[config.mk]
export PLATFORM = sky130hd
export DESIGN_NAME = spi_slave
export DESIGN_NICKNAME = d
export VERILOG_FILES = /design/src/rtl/spi_slave.sv
export SDC_FILE = /design/constraint.sdc
export NUM_CORES = 1
export LEC_CHECK = 0
export CAP_MARGIN = 0
export CORE_MARGIN = 1.5
export CORE_UTILIZATION = 46
export DETAILED_ROUTE_END_ITERATION = 16
export PLACE_DENSITY = 0.82
export SYNTH_ARGS = -nofsm -noshare
export SYNTH_HDL_FRONTEND = slang
export SYNTH_SLANG_ARGS = --single-unit
[constraint.sdc]
create_clock -name clk -period 1.7 [get_ports clk]
set_input_delay 0.17 -clock clk [delete_from_list [all_inputs] [get_ports clk]]
set_output_delay 0.17 -clock clk [all_outputs]
set_load 0.01 [all_outputs]
[src/rtl/spi_slave.sv]
// SPI slave with per-frame CPOL/CPHA, synchronized inputs and a registered receive byte.
// Optional sticky overrun detection is enabled by defining SPI_SLAVE_OVERRUN_DET_EN.
module spi_slave #(
  parameter int unsigned SYNC_STAGES = 2
) (
  input  logic       clk,
  input  logic       reset,
  input  logic       SCLK,
  input  logic       SS,
  input  logic       MOSI,
  output logic       MISO,
  input  logic       cpol,
  input  logic       cpha,
  input  logic [7:0] tx_data,
  output logic [7:0] rx_data,
  output logic       rx_valid,
  input  logic       rx_ack,
  output logic       busy,
  output logic       overrun
);

  typedef enum logic {StIdle, StActive} state_e;

  logic [SYNC_STAGES-1:0] sclk_sync_q, ss_sync_q, mosi_sync_q, warm_q;
  logic                   sclk_prev_q, ss_prev_q;
  logic                   armed_q, armed_d;
  state_e                 state_q, state_d;
  logic                   mode_cpol_q, mode_cpol_d, mode_cpha_q, mode_cpha_d;
  logic [7:0]             tx_sr_q, tx_sr_d, rx_sr_q, rx_sr_d, rx_data_q, rx_data_d;
  logic [2:0]             cnt_q, cnt_d;
  logic                   skip_q, skip_d, done_q, done_d, rx_valid_q, rx_valid_d;

  logic sclk_cur, ss_cur, mosi_cur;
  logic sclk_rise, sclk_fall, lead_edge, trail_edge, sample_edge, shift_edge;
  logic ss_fall, ss_rise;

  always_ff @(posedge clk) begin
    if (reset) begin
      sclk_sync_q <= {SYNC_STAGES{cpol}};
      ss_sync_q   <= '1;
      mosi_sync_q <= '0;
      warm_q      <= '0;
      sclk_prev_q <= cpol;
      ss_prev_q   <= 1'b1;
    end else begin
      sclk_sync_q <= {sclk_sync_q[SYNC_STAGES-2:0], SCLK};
      ss_sync_q   <= {ss_sync_q[SYNC_STAGES-2:0], SS};
      mosi_sync_q <= {mosi_sync_q[SYNC_STAGES-2:0], MOSI};
      warm_q      <= {warm_q[SYNC_STAGES-2:0], 1'b1};
      sclk_prev_q <= sclk_cur;
      ss_prev_q   <= ss_cur;
    end
  end

  always_comb begin
    sclk_cur    = sclk_sync_q[SYNC_STAGES-1];
    ss_cur      = ss_sync_q[SYNC_STAGES-1];
    mosi_cur    = mosi_sync_q[SYNC_STAGES-1];
    sclk_rise   = sclk_cur & ~sclk_prev_q;
    sclk_fall   = ~sclk_cur & sclk_prev_q;
    lead_edge   = mode_cpol_q ? sclk_fall : sclk_rise;
    trail_edge  = mode_cpol_q ? sclk_rise : sclk_fall;
    sample_edge = mode_cpha_q ? trail_edge : lead_edge;
    shift_edge  = mode_cpha_q ? lead_edge : trail_edge;
    // A fall only counts once SS has been seen high after reset, so a frame cut by
    // reset cannot restart without a fresh SS fall.
    ss_fall     = armed_q & ss_prev_q & ~ss_cur;
    ss_rise     = ~ss_prev_q & ss_cur;
  end

  always_comb begin
    state_d     = state_q;
    armed_d     = armed_q | (warm_q[SYNC_STAGES-1] & ss_cur);
    mode_cpol_d = mode_cpol_q;
    mode_cpha_d = mode_cpha_q;
    tx_sr_d     = tx_sr_q;
    rx_sr_d     = rx_sr_q;
    cnt_d       = cnt_q;
    skip_d      = skip_q;
    done_d      = 1'b0;
    unique case (state_q)
      StIdle: begin
        if (ss_fall) begin
          state_d     = StActive;
          mode_cpol_d = cpol;
          mode_cpha_d = cpha;
          tx_sr_d     = tx_data;
          cnt_d       = 3'd0;
          // With cpha=1 the first shift edge presents bit 7 rather than shifting it out.
          skip_d      = cpha;
        end
      end
      StActive: begin
        if (ss_rise) begin
          state_d = StIdle;
          cnt_d   = 3'd0;
        end else begin
          if (shift_edge) begin
            if (skip_q) skip_d = 1'b0;
            else        tx_sr_d = {tx_sr_q[6:0], 1'b0};
          end
          if (sample_edge) begin
            rx_sr_d = {rx_sr_q[6:0], mosi_cur};
            cnt_d   = cnt_q + 3'd1;
            if (cnt_q == 3'd7) begin
              done_d  = 1'b1;
              tx_sr_d = tx_data;
              skip_d  = 1'b1;
            end
          end
        end
      end
      default: state_d = StIdle;
    endcase
  end

  always_comb begin
    rx_data_d  = rx_data_q;
    rx_valid_d = rx_valid_q;
    if (done_q) begin
      rx_data_d  = rx_sr_q;
      rx_valid_d = 1'b1;
    end else if (rx_ack) begin
      rx_valid_d = 1'b0;
    end
  end

  always_ff @(posedge clk) begin
    if (reset) begin
      state_q     <= StIdle;
      armed_q     <= 1'b0;
      mode_cpol_q <= 1'b0;
      mode_cpha_q <= 1'b0;
      tx_sr_q     <= 8'h00;
      rx_sr_q     <= 8'h00;
      rx_data_q   <= 8'h00;
      cnt_q       <= 3'd0;
      skip_q      <= 1'b0;
      done_q      <= 1'b0;
      rx_valid_q  <= 1'b0;
    end else begin
      state_q     <= state_d;
      armed_q     <= armed_d;
      mode_cpol_q <= mode_cpol_d;
      mode_cpha_q <= mode_cpha_d;
      tx_sr_q     <= tx_sr_d;
      rx_sr_q     <= rx_sr_d;
      rx_data_q   <= rx_data_d;
      cnt_q       <= cnt_d;
      skip_q      <= skip_d;
      done_q      <= done_d;
      rx_valid_q  <= rx_valid_d;
    end
  end

`ifdef SPI_SLAVE_OVERRUN_DET_EN
  logic overrun_q;
  always_ff @(posedge clk) begin
    if (reset) begin
      overrun_q <= 1'b0;
    end else if (done_q && rx_valid_q && !rx_ack) begin
      overrun_q <= 1'b1;
    end
  end
  assign overrun = overrun_q;
`else
  assign overrun = 1'b0;
`endif

  assign MISO     = (state_q == StActive) & tx_sr_q[7];
  assign busy     = (state_q == StActive);
  assign rx_data  = rx_data_q;
  assign rx_valid = rx_valid_q;

endmodule

==> results.toml, run 1 <==
[routing]
wire_per_inst_um = 14.1
vias = 1399
drt_iter0_markers = 59
drc = 0
wirelength_um = 3860
firstDrtPassIters = 4
vias_per_cell = 5.11
ant_nets = 0

[timing]
fin_setup_tns_ns = 0
fmax_mhz = 592
setup_ws_ns = 0.0121
finalMaxSlewViolations = 0
finalHoldViolations = 0
rsz0062_at_grt = "yes"
fin_skew_ns = 0.00730
finalSetupViolCount = 0
finalCriticalPeriod_ns = 1.69
post-route-period-util_pct = 99.3

[global_routing]
antenna_found_initial = 0
grt_first_pass_wirelength_um = 5840
grt_max_degree = 37
overflow = 0
first_global_vias = 1299
track_usage_pct = 18.2

[cells_and_area]
syn_to_final_growth_pct = 37.9
fill_cells = 269
register_area_um2 = 891
final_cell_mix = "dfxtp_1, clkdlybuf4s50_1, nor2_1"
nNetsFinal = 244
post_route_cells_drive_above_1_share_pct = 26.5
mostFrequentLayoutCell = "dfxtp_1"
antenna_cells = 0
multi_input_area_um2 = 960
fin_util_pct = 66.9

[pwr]
power_uw = 2180
powerDensity_nw_per_um2 = 878
p_leak_uw = 0.000907
peakVddDrop_v = 0.000684

[yosys]
avgSynthCellArea_um2 = 9.85
ys_seq_elements = 44
ys_types = 35
synth_cells = 183
ys_warn_count = 0
synth.top_cell.area_share_pct = 48.9
yosysTopAreaCell = "dfxtp_1"
synth.cell_area_um2 = 1800
synth.area.top_cells = "dfxtp_1, mux2i_1, nor2_1"
syn_nets = 201
yosysSeqAreaShare_pct = 48.9

[critical_path]
critPathArrivalTime_ns = 1.87
worst_setup_path_end_kind = "flip-flop"
cpPeakStageDelay_ns = 0.37
crit_path_cell_trace = "xnor2_4 > buf_6 > mux2i_4 > buf_6 > or2_2 > mux2i_2 > a21oi_2"
rrSetupSlack_ns = 0.01
cp.required_ns = 1.88
cpMostUsedCell = "buf_6"
cp_max_fo = 5
cpMaxStageDelayCell = "dfxtp_4"
startpoint_type = "flip-flop"
worstSetupPathType = "reg2reg"

[die]
fp-row-count = 22
design.core.area_um2 = 3720
pin_count = 28
die_x_um = 65.6
initial_core_util_pct = 48.5
die_area_um2 = 4300
fp.dieH_um = 65.6

[placed_design]
pre_cts_ws_ns = -0.0222
gp_congestion = 0.803
portBuffers = 26
dpl.hpwl_um = 2310

[clocking]
htreeDepth = 2
cts_tree = "done"
clkLatencyLatePin_ns = 0.30
cts_buffers = 5
root_buffer = "clkbuf_8"
cts_hold_buffers = 0
cts_buffer_depth = 2
clk_pin_slew_ns = 0.08
cts_num_sinks = 44

[hold_path]
min_path_type = "in2reg"

[flow_run]
cap_violations = 0

[status]
status = "complete, no violations"
## worst max-delay path, delay by kind of cell (launching register included)
family	cells	cell delay, ns
mux	2	0.40
xor+xnor	1	0.16
flops	1	0.37
buf+inv	2	0.28
compound gates	1	0.08
simple gates	1	0.28
## path summary, 6_finish.rpt
path	from	to	cells after the start
max	mode_cpol_q	tx_sr_q[2]	7
min	SCLK	sclk_sync_q[0]	3
max reg2reg	mode_cpol_q	tx_sr_q[2]	7
min reg2reg	ss_sync_q[0]	ss_sync_q[1]	1
## metrics by stage
stage | cell area, um2 | hold slack (ns) | std cells
6_report | 2490 | 0.415 | 274
5_1_grt | 2490 | 0.416 | 274
4_1_cts | 2370 | 0.416 | 270
3_5_place_dp | 2200 | 0.397 | 261
3_3_place_gp | 2200 | 0.391 | 261
2_1_floorplan | 1810 | 0.274 | 183
## cell type report
cell class / count / share of cell area (%)
clock buffer: 5 / 2.77
tap: 48 / 2.42
sequential: 44 / 35.8
clock inverter: 2 / 2.42
timing repair buffer: 45 / 17.1
multi-input combinational: 124 / 38.6
inverter: 6 / 0.906
## Yosys cell counts
master and number:
dfxtp_1 44, mux2i_1 26, nor2_1 25, a21oi_1 13, o21ai_0 9, or2_2 8
clkbuf_1 6, inv_1 6, nand2_1 4, nand2b_1 4, nand3b_1 4, nor2b_1 4
a21o_1 2, buf_4 2, ha_1 2, nand4b_1 2, nor3_1 2, nor3b_1 2
o2111ai_1 2, a2111oi_1 1, a2111oi_2 1, a21oi_4 1, a31oi_1 1, and2_1 1
and3_1 1, and3_2 1, buf_1 1, conb_1 1, mux2_2 1, mux2i_2 1
nor4bb_1 1, o31ai_1 1, o31ai_2 1, or3_1 1, xnor2_2 1
## registers in the layout (all words and copies together), names as in the netlist
name,count
sclk_prev_q,1
mosi_sync_q,2
rx_valid,1
rx_data,8
mode_cpol_q,1
armed_q,1
skip_q,1
sclk_sync_q,2
ss_prev_q,1
ss_sync_q,2
warm_q,2
tx_sr_q,8
done_q,1
cnt_q,3
busy,1
rx_sr_q,8
mode_cpha_q,1
## what timing repair did
item,4_1_cts,5_1_grt
gates cloned,0,1
buffers inserted,2,3
endpoints found under the setup margin,15,9
pin swaps,3,6
resized for setup,9,25
## kinds of logic (layout without fill, tap and decap cells)
family	count (synthesis)	in the layout	synth area share [%]
flip-flops	44	44	48.9
buffers and inverters	15	58	3.54
AO/OA/AOI/OAI	32	32	11.7
AND/OR/NAND/NOR	60	60	17.6
multiplexers	28	28	15.8
XOR/XNOR	1	1	0.902
other	1	1	0.208
adder cells (fa/ha/maj)	2	2	1.39
## report_power, final
part | internal [uW] | switching [uW] | total (uW)
combinational | 104 | 83.4 | 188
sequential | 1050 | 18.1 | 1070
clock | 578 | 346 | 924
## metal layers
metal / track usage, % / up-vias / share of wire (%)
met3: 4.11 / 9 / 2.3
li1: - / 711 / -
met5: 0 / - / 0
met4: 8.59 / 0 / 2.2
met1: 21.2 / 658 / 46
met2: 31.4 / 21 / 50
No activity file was read; power rests on OpenSTA's default activity.
==> run 2: changes to the inputs <==
Settings changed: CORE_UTILIZATION 46 to 35, GPL_TIMING_DRIVEN set to 0, PLACE_DENSITY 0.82 to 0.67.
==> run 2 against run 1 <==
  * Sequential power is essentially flat
  * Power is 7.1% higher
  * Critical endpoint is now rx_sr_q[1]
  * Combinational power down 4%
  * Clock-buffer cell count did not move
  * Non-clock buffer count decreased by 4
  * Final cell count up 6.2%
  * Die area increased by 30%
  * Routed wire length shrank 8.0%
  * Clock power is 17% higher
  * First-iteration DRC count increased by 15%
  * Via count decreased by 1.1%
  * Fmax down 0.25%
==> results.toml, run 2 (synthesized netlist as in run 1, its figures left out) <==
[critical_path]
worst_setup_path_end_kind = "flip-flop"
reg2reg_to = "rx_sr_q[1]"
startpoint_type = "flip-flop"
rrSetupSlack_ns = 0.008
timing.rr.start = "mode_cpol_q"
cpMaxStageDelayCell = "dfxtp_4"
critPathArrivalTime_ns = 1.86
crit_path_cell_trace = "xnor2_4 > mux2i_4 > and3_4 > buf_12 > mux2i_1 > nor2_1"
reg2reg_depth = 6
worstSetupPathType = "reg2reg"
cp.required_ns = 1.86
cp_max_fo = 9
cpPeakStageDelay_ns = 0.37

[cells_and_area]
post_route_cells_drive_above_1_share_pct = 23.2
mostFrequentLayoutCell = "dfxtp_1"
nNetsFinal = 241
multi_input_area_um2 = 1010
fin_area_um2 = 2540
register_area_um2 = 891
syn_to_final_growth_pct = 41.1
fin_util_pct = 52.5
antenna_cells = 0
fill_cells = 438
final_cell_mix = "dfxtp_1, nor2_1, mux2i_1, clkdlybuf4s50_1, a21oi_1"

[pwr]
powerDensity_nw_per_um2 = 919
p_leak_uw = 0.000902
power_uw = 2340
peakVddDrop_v = 0.000554

[global_routing]
grt_max_degree = 15
grt_first_pass_wirelength_um = 6120
antenna_found_initial = 0
first_global_vias = 1293
overflow = 0
track_usage_pct = 14.4

[hold_path]
min_path_type = "reg2reg"
min-delay-start = "ss_sync_q[0]"
holdPathStages = 1
min_to = "ss_sync_q[1]"

[die]
die_x_um = 74.8
initial_core_util_pct = 37.2
die_area_um2 = 5590
fp.dieH_um = 74.8
fp-row-count = 25
design.core.area_um2 = 4850
pin_count = 28

[timing]
setup_ws_ns = 0.00776
slew_headroom_pct = 57.5
finalSetupViolCount = 0
finalCriticalPeriod_ns = 1.69
finalMaxSlewViolations = 0
fin_skew_ns = 0.00825
worstMarginPinSlew_ns = 0.637
fmax_mhz = 591
finalHoldViolations = 0
post-route-period-util_pct = 99.5
rsz0062_at_grt = "yes"
hold_ws_ns = 0.412

[clocking]
clk_pin_slew_ns = 0.09
cts_num_sinks = 44
cts_buffers = 5
root_buffer = "clkbuf_8"
clkLatencyLatePin_ns = 0.29
cts_tree = "done"
cts_buffer_depth = 2
htreeDepth = 2

[placed_design]
dpl.hpwl_um = 2290
dpl-instance-area_um2 = 2160
gp_congestion = 0.743
pre_cts_ws_ns = -0.353
portBuffers = 26

[status]
status = "complete, no violations"

[routing]
vias = 1383
ant_nets = 0
wirelength_um = 3550
drt_iter0_markers = 68
vias_per_cell = 4.75
wire_per_inst_um = 12.2
drc = 0
firstDrtPassIters = 4

[flow_run]
cap_violations = 0
==> run 2: changes by cell type in the layout (fill, tap and decap cells not counted), moves of 2 or more <==
cell / before / now
o21ai_2: 2 / 0
nor3b_2: 2 / 0
o21ai_1: 3 / 5
buf_4: 14 / 5
a21oi_2: 3 / 1
nor3b_4: 0 / 2
a21oi_1: 10 / 12
clkbuf_1: 0 / 4
==> run 2: critical path: cells and delay by family (launching register included) <==
| kind | cells | cell delay, ns |
|---|---|---|
| AND/OR/NAND/NOR | 2 | 0.30 |
| XOR/XNOR | 1 | 0.24 |
| multiplexers | 2 | 0.52 |
| flip-flops | 1 | 0.37 |
| buffers and inverters | 1 | 0.13 |
==> run 2: worst max path at each step <==
stage          slack, ns          to  depth (start not counted)   startpoint
4_1_cts           -0.004  tx_sr_q[6]                          6  mode_cpha_q
3_3_place_gp       -0.36  tx_sr_q[4]                          5  mode_cpol_q
5_1_grt            -0.09  rx_sr_q[1]                          6  mode_cpol_q
2_1_floorplan      0.005  rx_sr_q[0]                          6  mode_cpol_q
6_report           0.008  rx_sr_q[1]                          6  mode_cpol_q
3_5_place_dp       -0.35  tx_sr_q[3]                          5  mode_cpol_q
==> run 2: final cells by class <==
type,count,share of cell area [%]
multi-input combinational,125,39.6
sequential,44,35.0
timing repair buffer,32,12.4
clock inverter,3,3.54
tap,67,3.30
clock buffer,5,2.71
buffer,9,2.56
inverter,6,0.885
==> run 2: timing repair <==
item | 4_1_cts | 5_1_grt
gates resized for setup | 21 | 21
cloned | 1 | 0
hold buffers | 0 | 0
setup endpoints to repair | 20 | 21
buffers inserted | 4 | 2
pin swaps | 2 | 6
==> run 2: per-layer routing <==
layer	track usage, %	share of wire (%)	up-vias
met4	6.06	1.7	0
met1	20.4	51	653
met2	21.3	45	14
li1	-	-	710
met5	0	0	-
met3	2.95	2.2	6
==> run 2: power breakdown <==
part	leakage [uW]	switching (uW)	total, uW	internal, uW
logic	0.000464	82.8	181	98.2
clock network	0.0000784	349	1080	735
registers	0.000360	19.4	1070	1050
total	0.000902	452	2340	1890
==> run 2: metrics by stage <==
stage / setup TNS [ns] / instances
floorplan: 0 / 183
global placement: -4.32 / 276
detailed placement: -4.12 / 276
CTS: -0.00386 / 289
global route: -0.762 / 291
finish: 0 / 291
